`config.mk`:
```
export PLATFORM = sky130hd
export DESIGN_NAME = uart_rx
export DESIGN_NICKNAME = d
export VERILOG_FILES = /design/src/rtl/uart_pkg.sv /design/src/rtl/uart_baud_gen.sv /design/src/rtl/uart_rx.sv
export SDC_FILE = /design/constraint.sdc
export NUM_CORES = 1
export LEC_CHECK = 0
export BUFFER_PORTS_ARGS = -buffer_cell sky130_fd_sc_hd__buf_2
export CORE_AREA = 2 2 69 71
export DETAILED_ROUTE_END_ITERATION = 12
export DIE_AREA = 0 0 71 73
export PLACE_DENSITY = 0.66
export SLEW_MARGIN = 20
export SYNTH_ARGS = -nofsm -noshare
export SYNTH_HDL_FRONTEND = slang
export SYNTH_SLANG_ARGS = --single-unit
```
`constraint.sdc`:
```
create_clock -name clk_i -period 2.4 [get_ports clk_i]
set_clock_uncertainty 0.2 [all_clocks]
set_input_delay 0.12 -clock clk_i [delete_from_list [all_inputs] [get_ports clk_i]]
set_output_delay 0.12 -clock clk_i [all_outputs]
set_load 0.01 [all_outputs]
```
`src/rtl/uart_pkg.sv`:
```
// uart_pkg: shared UART states, oversampling constants and baud divisor math.
package uart_pkg;
  typedef enum logic [2:0] {IDLE, START, DATA, STOP, BREAK} uart_rx_state_e;
  localparam int OVERSAMPLE = 16;
  localparam int SAMPLE_A = 7;
  localparam int SAMPLE_B = 8;
  localparam int SAMPLE_C = 9;
  function automatic int baud_div(input longint clk_hz, input longint baud);
    return int'((clk_hz + baud * OVERSAMPLE / 2) / (baud * OVERSAMPLE));
  endfunction
endpackage

```
`src/rtl/uart_baud_gen.sv`:
```
// uart_baud_gen: free-running divider emitting a one-cycle tick every DIV clocks.
module uart_baud_gen #(
  parameter int DIV = 327
) (
  input  logic clk_i,
  input  logic rst_ni,
  input  logic clear_i,
  output logic tick_o
);
  localparam int W = DIV > 1 ? $clog2(DIV) : 1;
  logic [W-1:0] cnt;
  assign tick_o = cnt == W'(DIV - 1);
  always_ff @(posedge clk_i or negedge rst_ni)
    if (!rst_ni) cnt <= '0;
    else cnt <= (clear_i || tick_o) ? '0 : cnt + 1'b1;
endmodule

```
`src/rtl/uart_rx.sv`:
```
// uart_rx: 16x oversampled UART receiver with majority voting and ready/valid output.
module uart_rx
  import uart_pkg::*;
#(
  parameter int DATA_WIDTH  = 8,
  parameter int CLK_FREQ_HZ = 50_250_000,
  parameter int BAUD_RATE   = 9600,
  parameter int MSB_FIRST   = 0
) (
  input  logic                  clk_i,
  input  logic                  rst_ni,
  input  logic                  rx_i,
  output logic [DATA_WIDTH-1:0] data_o,
  output logic                  valid_o,
  input  logic                  ready_i,
  output logic                  frame_err_o,
  output logic                  overrun_o
);
  localparam int DIV = baud_div(CLK_FREQ_HZ, BAUD_RATE);
  localparam int IW = DATA_WIDTH > 1 ? $clog2(DATA_WIDTH) : 1;
  uart_rx_state_e state, state_n;
  logic [1:0] sync;
  logic rx_s, rx_prev, tick, fall, vote, mid, last, start, load, ovr, ferr, shift, s_a, s_b;
  logic [3:0] sub;
  logic [IW-1:0] idx;
  logic [DATA_WIDTH-1:0] shreg;
  assign rx_s  = sync[1];
  assign fall  = rx_prev & ~rx_s;
  assign vote  = (s_a & s_b) | (s_a & rx_s) | (s_b & rx_s);
  assign mid   = tick && sub == 4'(SAMPLE_C);
  assign last  = tick && sub == 4'(OVERSAMPLE - 1);
  assign start = state == IDLE && fall;
  uart_baud_gen #(.DIV(DIV)) u_baud (
    .clk_i  (clk_i),
    .rst_ni (rst_ni),
    .clear_i(start),
    .tick_o (tick)
  );
  always_comb begin
    state_n = state;
    load = 1'b0;
    ovr = 1'b0;
    ferr = 1'b0;
    shift = 1'b0;
    case (state)
      IDLE:  state_n = fall ? START : IDLE;
      START: state_n = (mid && vote) ? IDLE : last ? DATA : START;
      DATA: begin
        shift = mid;
        state_n = (last && idx == IW'(DATA_WIDTH - 1)) ? STOP : DATA;
      end
      STOP: if (mid) begin
        state_n = vote ? IDLE : BREAK;
        load = vote && (!valid_o || ready_i);
        ovr = vote && valid_o && !ready_i;
        ferr = !vote;
      end
      BREAK:   state_n = rx_s ? IDLE : BREAK;
      default: state_n = IDLE;
    endcase
  end
  always_ff @(posedge clk_i or negedge rst_ni)
    if (!rst_ni) state <= IDLE;
    else state <= state_n;
  always_ff @(posedge clk_i or negedge rst_ni)
    if (!rst_ni) begin
      sync <= 2'b11;
      rx_prev <= 1'b1;
      sub <= '0;
      idx <= '0;
      s_a <= 1'b1;
      s_b <= 1'b1;
      shreg <= '0;
      data_o <= '0;
      valid_o <= 1'b0;
      frame_err_o <= 1'b0;
      overrun_o <= 1'b0;
    end else begin
      sync <= {sync[0], rx_i};
      rx_prev <= rx_s;
      sub <= start ? '0 : tick ? sub + 1'b1 : sub;
      if (tick && sub == 4'(SAMPLE_A)) s_a <= rx_s;
      if (tick && sub == 4'(SAMPLE_B)) s_b <= rx_s;
      idx <= state != DATA ? '0 : last ? idx + 1'b1 : idx;
      if (shift) shreg <= MSB_FIRST != 0 ? {shreg[DATA_WIDTH-2:0], vote} : {vote, shreg[DATA_WIDTH-1:1]};
      if (load) data_o <= shreg;
      // a load in the same cycle as an accept keeps valid high with the new byte
      valid_o <= load || (valid_o && !ready_i);
      frame_err_o <= ferr;
      overrun_o <= ovr;
    end
endmodule

```
-- After elaboration in Yosys (flattened, before gate mapping)
Index checks and enable logic that the tools add are counted.
- register bits: 43
- latch bits: 0
- RAM bits: 0
- ROM bits: 0
- input bits: 4
- word-level logic and storage cells: 75
- memories kept: 0
- add/subtract/negate cells: 3
- multiply operators: 0
- div/mod/pow operators: 0
- magnitude comparators: 0
- eq/ne operators: 12
- shift-type cells: 0
- mux-type cells: 20
- bitwise operators: 7
- reduce and logical (&&, ||, !) cells: 20
- operators with widths (kind ; number):
    2-to-1 mux 3 bit ; 5
    case mux 3 bit (5 select lines) ; 1
    equality test 4 bit (second input constant) ; 3
    logical AND 1 bit ; 11
    adder 9 x 1 -> 9 bit (second input constant) ; 1
    equality test 9 bit (second input constant) ; 1
    2-to-1 mux 1 bit ; 9
    2-to-1 mux 9 bit ; 1
    2-to-1 mux 4 bit ; 2
    equality test 3 x 2 -> 1 bit (second input constant) ; 2
    equality test 3 bit (second input constant) ; 2
    adder 4 x 1 -> 4 bit (second input constant) ; 1
    AND 1 bit ; 4
    equality test 4 x 3 -> 1 bit (second input constant) ; 1
    2-to-1 mux 2 bit ; 2
    nonzero test 2 bit ; 2
    adder 3 x 1 -> 3 bit (second input constant) ; 1
    equality test 3 x 1 -> 1 bit (second input constant) ; 1
    logical NOT 1 bit ; 3
    logical NOT 3 bit ; 1
    logical OR 1 bit ; 3
    inequality test 3 x 2 -> 1 bit (second input constant) ; 1
    inequality test 2 bit (second input constant) ; 1
    bitwise OR 1 bit ; 2
    inverter 1 bit ; 1

-- Depth between registers and ports, before layout
Gate-level depths: netlist of run 1.
- depth in word-level cells: 7
- gate-level depth with buffers: 7

-- By module
A second synthesis of run 1 with hierarchy kept.
- cell total of the unflattened synthesis: 155
- area, all modules: 1961.9 um^2
- modules (own cells, without submodules) (module ; times used ; cells each ; area an instance (um^2) ; seq. area each (um^2)):
    uart_rx ; 1 ; 110 ; 1496.4 ; 857.1
    uart_baud_gen ; 1 ; 45 ; 465.4 ; 225.2

-- Worst setup path before layout of run 1
No wires, ideal clock.
- path kind: register to register
- from: register u_baud.cnt[0]
- to: register data_o[0]
- setup time: 0.125 ns
- arrival: 1.707 ns
- required time: 2.075 ns
- setup slack: 0.369 ns
- cell stages (with the launch flop): 7
- path buffers: 0
- path through: dfrtp_1 inv_1 ha_1 nor4b_4 nand2_1 nor3_4 mux2_2
- cells in the longest elaborated chain, start to end: 4
- RTL lines (item ; line ; text):
    start: declaration ; uart_baud_gen.sv:11 ; logic [W-1:0] cnt;
    start signal: assignment ; uart_baud_gen.sv:15 ; else cnt <= (clear_i || tick_o) ? '0 : cnt + 1'b1;
    equality test 9 bit ; uart_baud_gen.sv:12 ; assign tick_o = cnt == W'(DIV - 1);
    logical AND 1 bit ; uart_rx.sv:30 ; assign mid = tick && sub == 4'(SAMPLE_C);
    2-to-1 mux 1 bit ; uart_rx.sv:52 ; STOP: if (mid) begin
    2-to-1 mux 1 bit ; uart_rx.sv:45 ; case (state)
    end signal: assignment ; uart_rx.sv:86 ; if (load) data_o <= shreg;
    end: declaration ; uart_rx.sv:13 ; output logic [DATA_WIDTH-1:0] data_o,
Every way passes these cells.
A chain may end at the register's enable or synchronous reset.

-- Worst setup path in the final report of run 1
- from: register u_baud.cnt[0]
- to: register data_o[1]
Same word-level chain as after synthesis.

==> summary.md, run 1 <==
| Metric | Value |
|---|---|
| Run status | finished, final reports clean |
| Slowest cell on crit path | dfrtp_1 |
| Gpl congestion | 0.741 |
| Initial drt markers | 73 |
| WL final | approximately 3.2 mm |
| Ratio of cells with drive above 1 in the final layout | around 29% |
| Critical Path End Type | flip-flop |
| Synth top area share | 49.5% |
| CTS Buffer Depth | 2 |
| Critical Path Stages | 6 |
| #FFs+latches synth | 43 |
| Worst setup margin | between 0.2 and 0.25 ns |
| Buf+Inv Stages, Crit Path | 1 |
| Initial antenna violation count | 0 |
| Netlist cell types | 31 |
| Worst Tran Pin Value | 0.937 ns |
| Synth warn | 0 |
| Worst Path Required | about 2.4 ns |
| Avg Inst Size Synth | 12.2 um2 |
| Setup violators final | 0 |
| Die H | around 73 um |
| Vias | 1223 |
| Max-Cap Viols | 0 |
| Met2 usage | 22.1% |
| Largest net degree at the start of global routing | 44 |
| Post-synth top area cell | dfrtp_1 |
| PortBufs | 14 |
| Antenna cell count | 0 |
| Pre-CTS WS | 0.114 ns |
| Core Footprint | roughly 4500 um2 |
| PwrDens | 786 nW/um2 |
| Remaining antenna violation count | 0 |
| Sequential share of power | 50.0% |
| Tot GR Track Use | 13.6% |
| Worst hold path type | flip-flop to flip-flop |
| Gate power share | around an eighth |
| CTS Buf Count | 5 |
| Fmax | 0.461 GHz |
| RR Startpoint | u_baud.cnt[0] |
| Psw | roughly 440 uW |
| Clk pin slew, worst setup/hold paths | 0.08 ns |
| Most frequent cells in the layout | dfrtp_1 (38), nor2_1 (21), mux2_2 (17) |
| Minimum clock period | 2.17 ns |
| Final hold vios | 0 |
| # fillers | 413 |
| Die X-Extent | 71 um |
| Largest cells by area after synthesis | dfrtp_1 (50%), mux2_2 (10%), dfstp_2 (6.8%), ha_1 (4.6%), nor2_1 (4.1%) |
| CP delay by family, top | simple AND/OR/NAND/NOR gates |
| Remaining global-route overflow | 0 |
| Number of clock sinks | 43 |
| Reg2Reg Setup Slack | 0.23 ns |
| Clk_lat worst skew | ~0.30 ns |
| Final slew viol count | 0 |
| Setup bufs post-CTS | 0 |
| Slew margin rel. | 37.5% |
| Setup TNS | 0 ns |
| CP startpoint kind | flip-flop |
| CTS tree | done |
| Via density per instance | 5.25 |
| Int Power | 1310 uW |
| Clock power share | 37.7% |
| CP startpoint | u_baud.cnt[0] |
| Synthesized cell area | 1920 um2 |
| Core Rows | 25 |
| Starting Density | 42.3% |
| Overall Power | 1740 uW |
| Clk root buf | clkbuf_8 |
| CP Class | flip-flop to flip-flop |
| Commonest non-fill, non-tap cell in the layout | dfrtp_1 |
| First-pass GRT wire length | ~5.4 mm |
| 1st-pass router iterations | 4 |
| Layer with the highest usage | met2 |
| Worst path cell trace | inv_1 > ha_1 > nor4b_4 > nand2_2 > nor3_4 > mux2_2 |
| Unrepaired setup endpoints after global routing | false |
| Share of the yosys chip area belonging to registers | 56.4% |
| CP max stage delay | 0.43 ns |
| Routed len/inst | 13.9 um |
| Final critical-path share of the clock period | roughly 90% |
| LEAKAGE | 0.00106 uW |
| Critical path peak fanout | 8 |
| CP endpoint | data_o[1] |
| Nets | 189 |
| Hpwl dp | 2.32 mm |
| Num ports | 15 |
| DRC violations left | 0 |
| Vias in the first global route | 1225 |
| Syn Nets | 168 |
| Post-Syn Instances | 157 |
| Net Sw Frac | 25.0% |
| Worst VDD drop | ~0.36 mV |
| Reg-to-reg endpoint | data_o[1] |
| Htree depth | 2 |
| M1 GR Usage | 16.5% |
| Met3 Track Usage GR | 4.70% |
| P&R area growth vs syn | 15.5% |
| CP Data Arrival Time | 2.16 ns |
| R2R cell count | 6 |
| Die Area | 5180 um2 |
kinds of logic after synthesis:
| logic type | share of synthesized area (%) |
|---|---|
| DFF | 56.4 |
| adders and majority gates | 5.08 |
| muxes | 11.6 |
| xor gates and xnor gates | 5.02 |
| buffers and inverters | 1.17 |
| and+or+nand+nor | 18.1 |
| AOI/OAI and AO/OA | 2.67 |
stage by stage:
stage                     cell area [um2]  hold WS (ns)  std cells  util, %
final                                2220         0.157        233     48.9
after global routing                 2220         0.160        233     48.9
after CTS                            2210         0.159        233     48.7
after detailed placement             2050        0.0284        222     45.1
after global placement               2050        0.0282        222     45.1
after floorplan                      1920        -0.376        157        -
repair_timing:
action                                  4_1_cts  5_1_grt
hold buffers                                  3        0
hold endpoints to repair                     41        0
resized for setup                             0        2
endpoints found under the setup margin        0       16
how the worst min path moves through the flow:
| stage | startpoint | to | slack [ns] | cells past startpoint |
|---|---|---|---|---|
| global route | sync[0] | sync[1] | 0.16 | 0 |
| CTS | sync[0] | sync[1] | 0.16 | 0 |
| detailed placement | rx_i | sync[0] | 0.03 | 1 |
| finish | sync[0] | sync[1] | 0.16 | 0 |
| floorplan | rst_ni | data_o[0] | -0.38 | 0 |
| global placement | rx_i | sync[0] | 0.03 | 1 |
sequential cells by signal, summed over array words and instances, names as in the netlist:
| signal | flops |
|---|---|
| s_a | 1 |
| idx | 3 |
| frame_err_o | 1 |
| u_baud.cnt | 9 |
| sub | 4 |
| rx_prev | 1 |
| s_b | 1 |
| valid_o | 1 |
| sync | 2 |
| data_o | 8 |
| state | 3 |
| overrun_o | 1 |
| shreg | 8 |
cell type report:
type | instances | area (um2) | share of cell area (%)
clock inverters | 2 | 60.1 | 2.71
clock buffers | 6 | 72.6 | 3.27
multi-input cells | 108 | 822 | 37.1
well taps | 54 | 67.6 | 3.05
flip-flops and latches | 43 | 1080 | 48.8
inverters | 3 | 11.3 | 0.508
repair buffers | 17 | 100 | 4.52
routing by layer:
layer / up-vias / wire, um
met4: 0 / 59
met2: 16 / 1580
li1: 573 / -
met5: - / 0
met1: 628 / 1490
met3: 6 / 120
synthesized netlist by cell type:
cell type  count
inv_1          3
nand2b_1       2
nor2_2         2
a211oi_2       1
and3b_1        2
ha_1           7
nor3_4         2
a21o_1         1
nor4b_4        1
maj3_1         1
nor3_1         6
a41oi_1        1
dfrtp_1       38
o31ai_1        1
mux2_1         1
or4b_4         1
nand3_1        8
nand2_1       12
and4b_1        1
clkbuf_1       3
dfstp_2        5
mux2i_1        2
nand4b_1       2
xor2_1         3
mux2_2        17
a21oi_1        2
or2_2          1
xnor2_1        8
nor2b_1        1
o21ai_0        1
nor2_1        21
power groups by stage:
stage | sequential (uW) | clock, uW | combinational (uW)
finish | 870 | 656 | 216
global route | 881 | 692 | 247
CTS | 869 | 671 | 218
detailed placement | 883 | 0 | 213
global placement | 878 | 0 | 207
floorplan | 864 | 0 | 168
Power figures use the tool's default switching activity.
==> inputs of run 2 (changes only) <==
- CORE_AREA: 2 2 69 71 -> 2 2 78 80
- DIE_AREA: 0 0 71 73 -> 0 0 80 82
- PLACE_DENSITY: 0.66 -> 0.55
==> summary.md, run 2 (synthesized netlist as in run 1, its figures left out) <==
| Metric | Value |
|---|---|
| Most frequent cells in the layout | dfrtp_1 (38), nor2_1 (21), mux2_2 (17) |
| Minimum clock period | 2.20 ns |
| Worst hold path type | flip-flop to flip-flop |
| Slew margin rel. | 38.2% |
| CP Class | flip-flop to flip-flop |
| M1 GR Usage | roughly 14% |
| CTS Buf Count | 5 |
| Worst Tran Pin Value | 0.927 ns |
| Antenna cell count | 0 |
| Num ports | 15 |
| Final critical-path share of the clock period | between 90% and 100% |
| CP max stage delay | 0.42 ns |
| Htree depth | 2 |
| Nets | 190 |
| # fillers | 590 |
| Clk pin slew, worst setup/hold paths | 0.08 ns |
| 1st-pass router iterations | 4 |
| Hpwl dp | ~2.4 mm |
| Run status | finished, final reports clean |
| Die H | 82 um |
| Core Footprint | 5750 um2 |
| Clk root buf | clkbuf_8 |
| Fmax | approximately 0.45 GHz |
| Layer with the highest usage | met2 |
| Vias in the first global route | 1231 |
| Met2 usage | a little under a fifth |
| Met3 Track Usage GR | under 10% |
| DRC violations left | 0 |
| Critical Path End Type | flip-flop |
| Area post-placement | around 2100 um2 |
| P&R area growth vs syn | 14.7% |
| Most flop-heavy register | u_baud.cnt |
| Worst path cell trace | inv_1 > ha_1 > nor4b_4 > nand2_1 > nor3_4 > mux2_2 |
| Tot GR Track Use | 11.4% |
| PortBufs | 14 |
| LEAKAGE | 0.00104 uW |
| Max-Cap Viols | 0 |
| Die X-Extent | 80 um |
| Final hold vios | 0 |
| Via density per instance | 4.67 |
| Number of clock sinks | 43 |
| Vias | 1190 |
| Routed len/inst | between 10 and 15 um |
| Core Rows | 28 |
| CTS tree | done |
| Gpl congestion | roughly 0.8 |
| Die Area | 6560 um2 |
| Remaining global-route overflow | 0 |
| Setup violators final | 0 |
| Clk_lat worst skew | 0.29 ns |
| Critical path peak fanout | 8 |
| CP Data Arrival Time | 2.19 ns |
| Final slew viol count | 0 |
| Max reg flops | 9 |
| Commonest non-fill, non-tap cell in the layout | dfrtp_1 |
| Starting Density | 33.4% |
| Slowest cell on crit path | dfrtp_1 |
| Initial drt markers | 65 |
| Worst Path Required | 2.38 ns |
| Largest net degree at the start of global routing | 44 |
| CTS Buffer Depth | 2 |
| CP startpoint kind | flip-flop |
| Setup bufs post-CTS | 0 |
| Biggest regs | u_baud.cnt: 9 flops, data_o: 8 flops, shreg: 8 flops |
| Remaining antenna violation count | 0 |
| Initial antenna violation count | 0 |
| Design area | 2200 um2 |
| Ratio of cells with drive above 1 in the final layout | 29.4% |
| WL final | 3.25 mm |
| Unrepaired setup endpoints after global routing | false |
| Setup TNS | 0 ns |
| First-pass GRT wire length | 5.66 mm |
| Worst VDD drop | 0.428 mV |
| PwrDens | between 600 and 700 nW/um2 |
[run 2: area by class of cell]
| type | instances | area (um2) | share of cell area (%) |
|---|---|---|---|
| Clock buffer | 5 | 68.8 | 3.13 |
| Clock inverter | 3 | 23.8 | 1.08 |
| Inverter | 3 | 11.3 | 0.511 |
| Multi-Input combinational cell | 108 | 815 | 37.0 |
| Sequential cell | 43 | 1080 | 49.1 |
| Tap cell | 75 | 93.8 | 4.26 |
| Timing Repair Buffer | 18 | 108 | 4.89 |
[run 2: metrics by stage]
stage | instances | util (%) | total power, uW | worst slack, ns | hold slack (ns)
after global placement | 244 | 36.2 | 1090 | 0.199 | 0.0260
after floorplan | 157 | - | 1030 | 0.369 | -0.376
after detailed placement | 244 | 36.2 | 1090 | 0.126 | 0.0264
after global routing | 255 | 38.3 | 1650 | 0.0119 | 0.169
final | 255 | 38.3 | 1540 | 0.196 | 0.162
after CTS | 255 | 38.3 | 1570 | 0.106 | 0.164
[run 2: path summary, 6_finish.rpt]
path	from	to	slack, ns	depth (start not counted)
worst min register to register	sync[0]	sync[1]	0.16	0
worst max register to register	u_baud.cnt[0]	data_o[3]	0.20	6
worst max-delay path	u_baud.cnt[0]	data_o[3]	0.20	6
worst min-delay path	sync[0]	sync[1]	0.16	0
min in group asynchronous	rst_ni	state[2]	0.31	2
max in group asynchronous	rst_ni	data_o[5]	1.13	2
[run 2: critical path: cells and delay by family, from the launching register on]
| kind | cells | cell delay [ns] |
|---|---|---|
| simple gates | 3 | 0.84 |
| buf+inv | 1 | 0.07 |
| flops | 1 | 0.42 |
| fa+ha+maj | 1 | 0.17 |
| mux | 1 | 0.39 |
[run 2: layer usage]
| layer | wire length (um) | vias up |
|---|---|---|
| met2 | 1630 | 12 |
| li1 | - | 581 |
| met4 | 49 | 0 |
| met5 | 0 | - |
| met3 | 108 | 5 |
| met1 | 1460 | 592 |
[run 2: timing repair]
item / 4_1_cts / 5_1_grt
endpoints found under the hold margin: 41 / 0
endpoints found under the setup margin: 0 / 8
resized for setup: 0 / 0
hold buffers: 3 / 0
[run 2: where the power goes]
part | leakage [uW] | internal [uW] | switching, uW | total (uW)
registers | 0.000568 | 786 | 81.6 | 867
clock network | 0.0000408 | 208 | 254 | 462
logic | 0.000428 | 106 | 104 | 211
total | 0.00104 | 1100 | 440 | 1540
==> inputs of run 3 (changes only) <==
- CAP_MARGIN: not set -> 40
- MAX_ROUTING_LAYER: not set -> met4
- clock period: 2.4 -> 2.3 ns (I/O delays scaled with it)
==> summary.md, run 3 (synthesized netlist as in run 1, its figures left out) <==
| Metric | Value |
|---|---|
| CP startpoint kind | flip-flop |
| Minimum clock period | around 2.1 ns |
| Final hold vios | 0 |
| Htree depth | 2 |
| First-pass GRT wire length | 5.91 mm |
| Placed Cells | 248 |
| CP delay by family, top | simple AND/OR/NAND/NOR gates |
| Largest net degree at the start of global routing | 28 |
| Nets | 194 |
| CTS Buf Count | 5 |
| Vias in the first global route | 1243 |
| Design area | 2270 um2 |
| Post-CTS Hold Fix Bufs | 3 |
| Slowest cell on crit path | or4b_4 |
| Antenna cell count | 0 |
| Clk pin slew, worst setup/hold paths | 0.08 ns |
| Most flop-heavy register | u_baud.cnt |
| Die Area | between 6000 and 7000 um2 |
| Unrepaired setup endpoints after global routing | false |
| Met2 usage | 18.7% |
| Initial drt markers | 98 |
| Routed len/inst | approximately 13 um |
| Register Area | about 1100 um2 |
| CP max stage delay | about 0.50 ns |
| Most frequent cells in the layout | dfrtp_1 (38), nor2_1 (21), mux2_2 (17) |
| M1 GR Usage | 15.4% |
| CP Class | flip-flop to flip-flop |
| Worst Path Required | 2.28 ns |
| Commonest non-fill, non-tap cell in the layout | dfrtp_1 |
| 1st-pass router iterations | 4 |
| Fmax | 0.479 GHz |
| P&R area growth vs syn | 18.2% |
| Initial antenna violation count | 0 |
| Number of clock sinks | 43 |
| WL final | 3.29 mm |
| Tot GR Track Use | between 10% and 20% |
| Layer with the highest usage | met2 |
| Met3 Track Usage GR | ~3.3% |
| Worst path cell trace | inv_1 > ha_1 > or4b_4 > nor3_4 > mux2i_1 > nor2_1 |
| Area post-placement | 2130 um2 |
| Ratio of cells with drive above 1 in the final layout | a little under a third |
| Max reg flops | 9 |
| Max-Cap Viols | 0 |
| Final core utilization | about two fifths |
| Setup TNS | 0 ns |
| CP Data Arrival Time | 2.07 ns |
| Via density per instance | 4.65 |
| PwrDens | 729 nW/um2 |
| Hpwl dp | 2.43 mm |
| LEAKAGE | about 0.0011 uW |
| Core Rows | 28 |
| Run status | finished, final reports clean |
| Fin cells | 259 |
| Num ports | 15 |
| Worst Tran Pin Value | 0.428 ns |
| Clk root buf | clkbuf_8 |
| Remaining global-route overflow | 0 |
| Die H | 82 um |
| Multi-input logic area | just over 800 um2 |
| Final critical-path share of the clock period | 90.8% |
| CTS Buffer Depth | 2 |
| Critical path peak fanout | 5 |
| PostCTS Resize Cnt | 0 |
| PortBufs | 14 |
| Critical Path End Type | flip-flop |
| Slew margin rel. | 71.4% |
| Vias | 1205 |
| Clk_lat worst skew | 0.29 ns |
| Starting Density | 33.4% |
| Buf+Inv Stages, Crit Path | 1 |
| CTS tree | done |
| Gpl congestion | 0.885 |
| Core Footprint | 5750 um2 |
| # fillers | between 500 and 600 |
| Die X-Extent | 80 um |
| DRC violations left | 0 |
| Biggest regs | u_baud.cnt: 9 flops, data_o: 8 flops, shreg: 8 flops |
| WHS | approximately 0.088 ns |
| Final slew viol count | 0 |
| Setup bufs post-CTS | 0 |
| Setup violators final | 0 |
| Worst VDD drop | about 0.32 mV |
| Worst hold path type | input port to asynchronous set/reset pin |
| Remaining antenna violation count | 0 |
## run 3: per-layer routing
metal | routed length, um | part of all wire, %
met5 | 0 | 0
met4 | 55 | 1.7
met3 | 107 | 3.2
met2 | 1590 | 48
met1 | 1540 | 47
## run 3: worst paths after layout
kind,start,cells past startpoint,slack (ns),end
worst max-delay path,u_baud.cnt[0],6,0.21,idx[2]
worst min-delay path,rst_ni,2,0.09,state[1]
max in group asynchronous,rst_ni,3,1.33,data_o[3]
worst min register to register,sync[0],0,0.16,sync[1]
worst max register to register,u_baud.cnt[0],6,0.21,idx[2]
min in group clk_i,sync[0],0,0.16,sync[1]
## run 3: metrics by stage
stage | total power [uW] | setup slack, ns
2_1_floorplan | 1080 | 0.269
3_3_place_gp | 1130 | 0.264
3_5_place_dp | 1150 | 0.218
4_1_cts | 1680 | 0.193
5_1_grt | 1770 | 0.0650
6_report | 1650 | 0.212
## run 3: area by class of cell
| class | instances | share of cell area, % |
|---|---|---|
| clock inverters | 1 | 0.331 |
| inverters | 3 | 0.496 |
| repair buffers | 22 | 7.17 |
| multi-input cells | 108 | 35.9 |
| well taps | 75 | 4.14 |
| clock buffers | 7 | 4.25 |
| flip-flops and latches | 43 | 47.7 |
## run 3: where the power goes
| part | switching [uW] | internal (uW) |
|---|---|---|
| Clock | 248 | 273 |
| Sequential | 86.6 | 820 |
| Combinational | 112 | 114 |
| Total | 447 | 1210 |
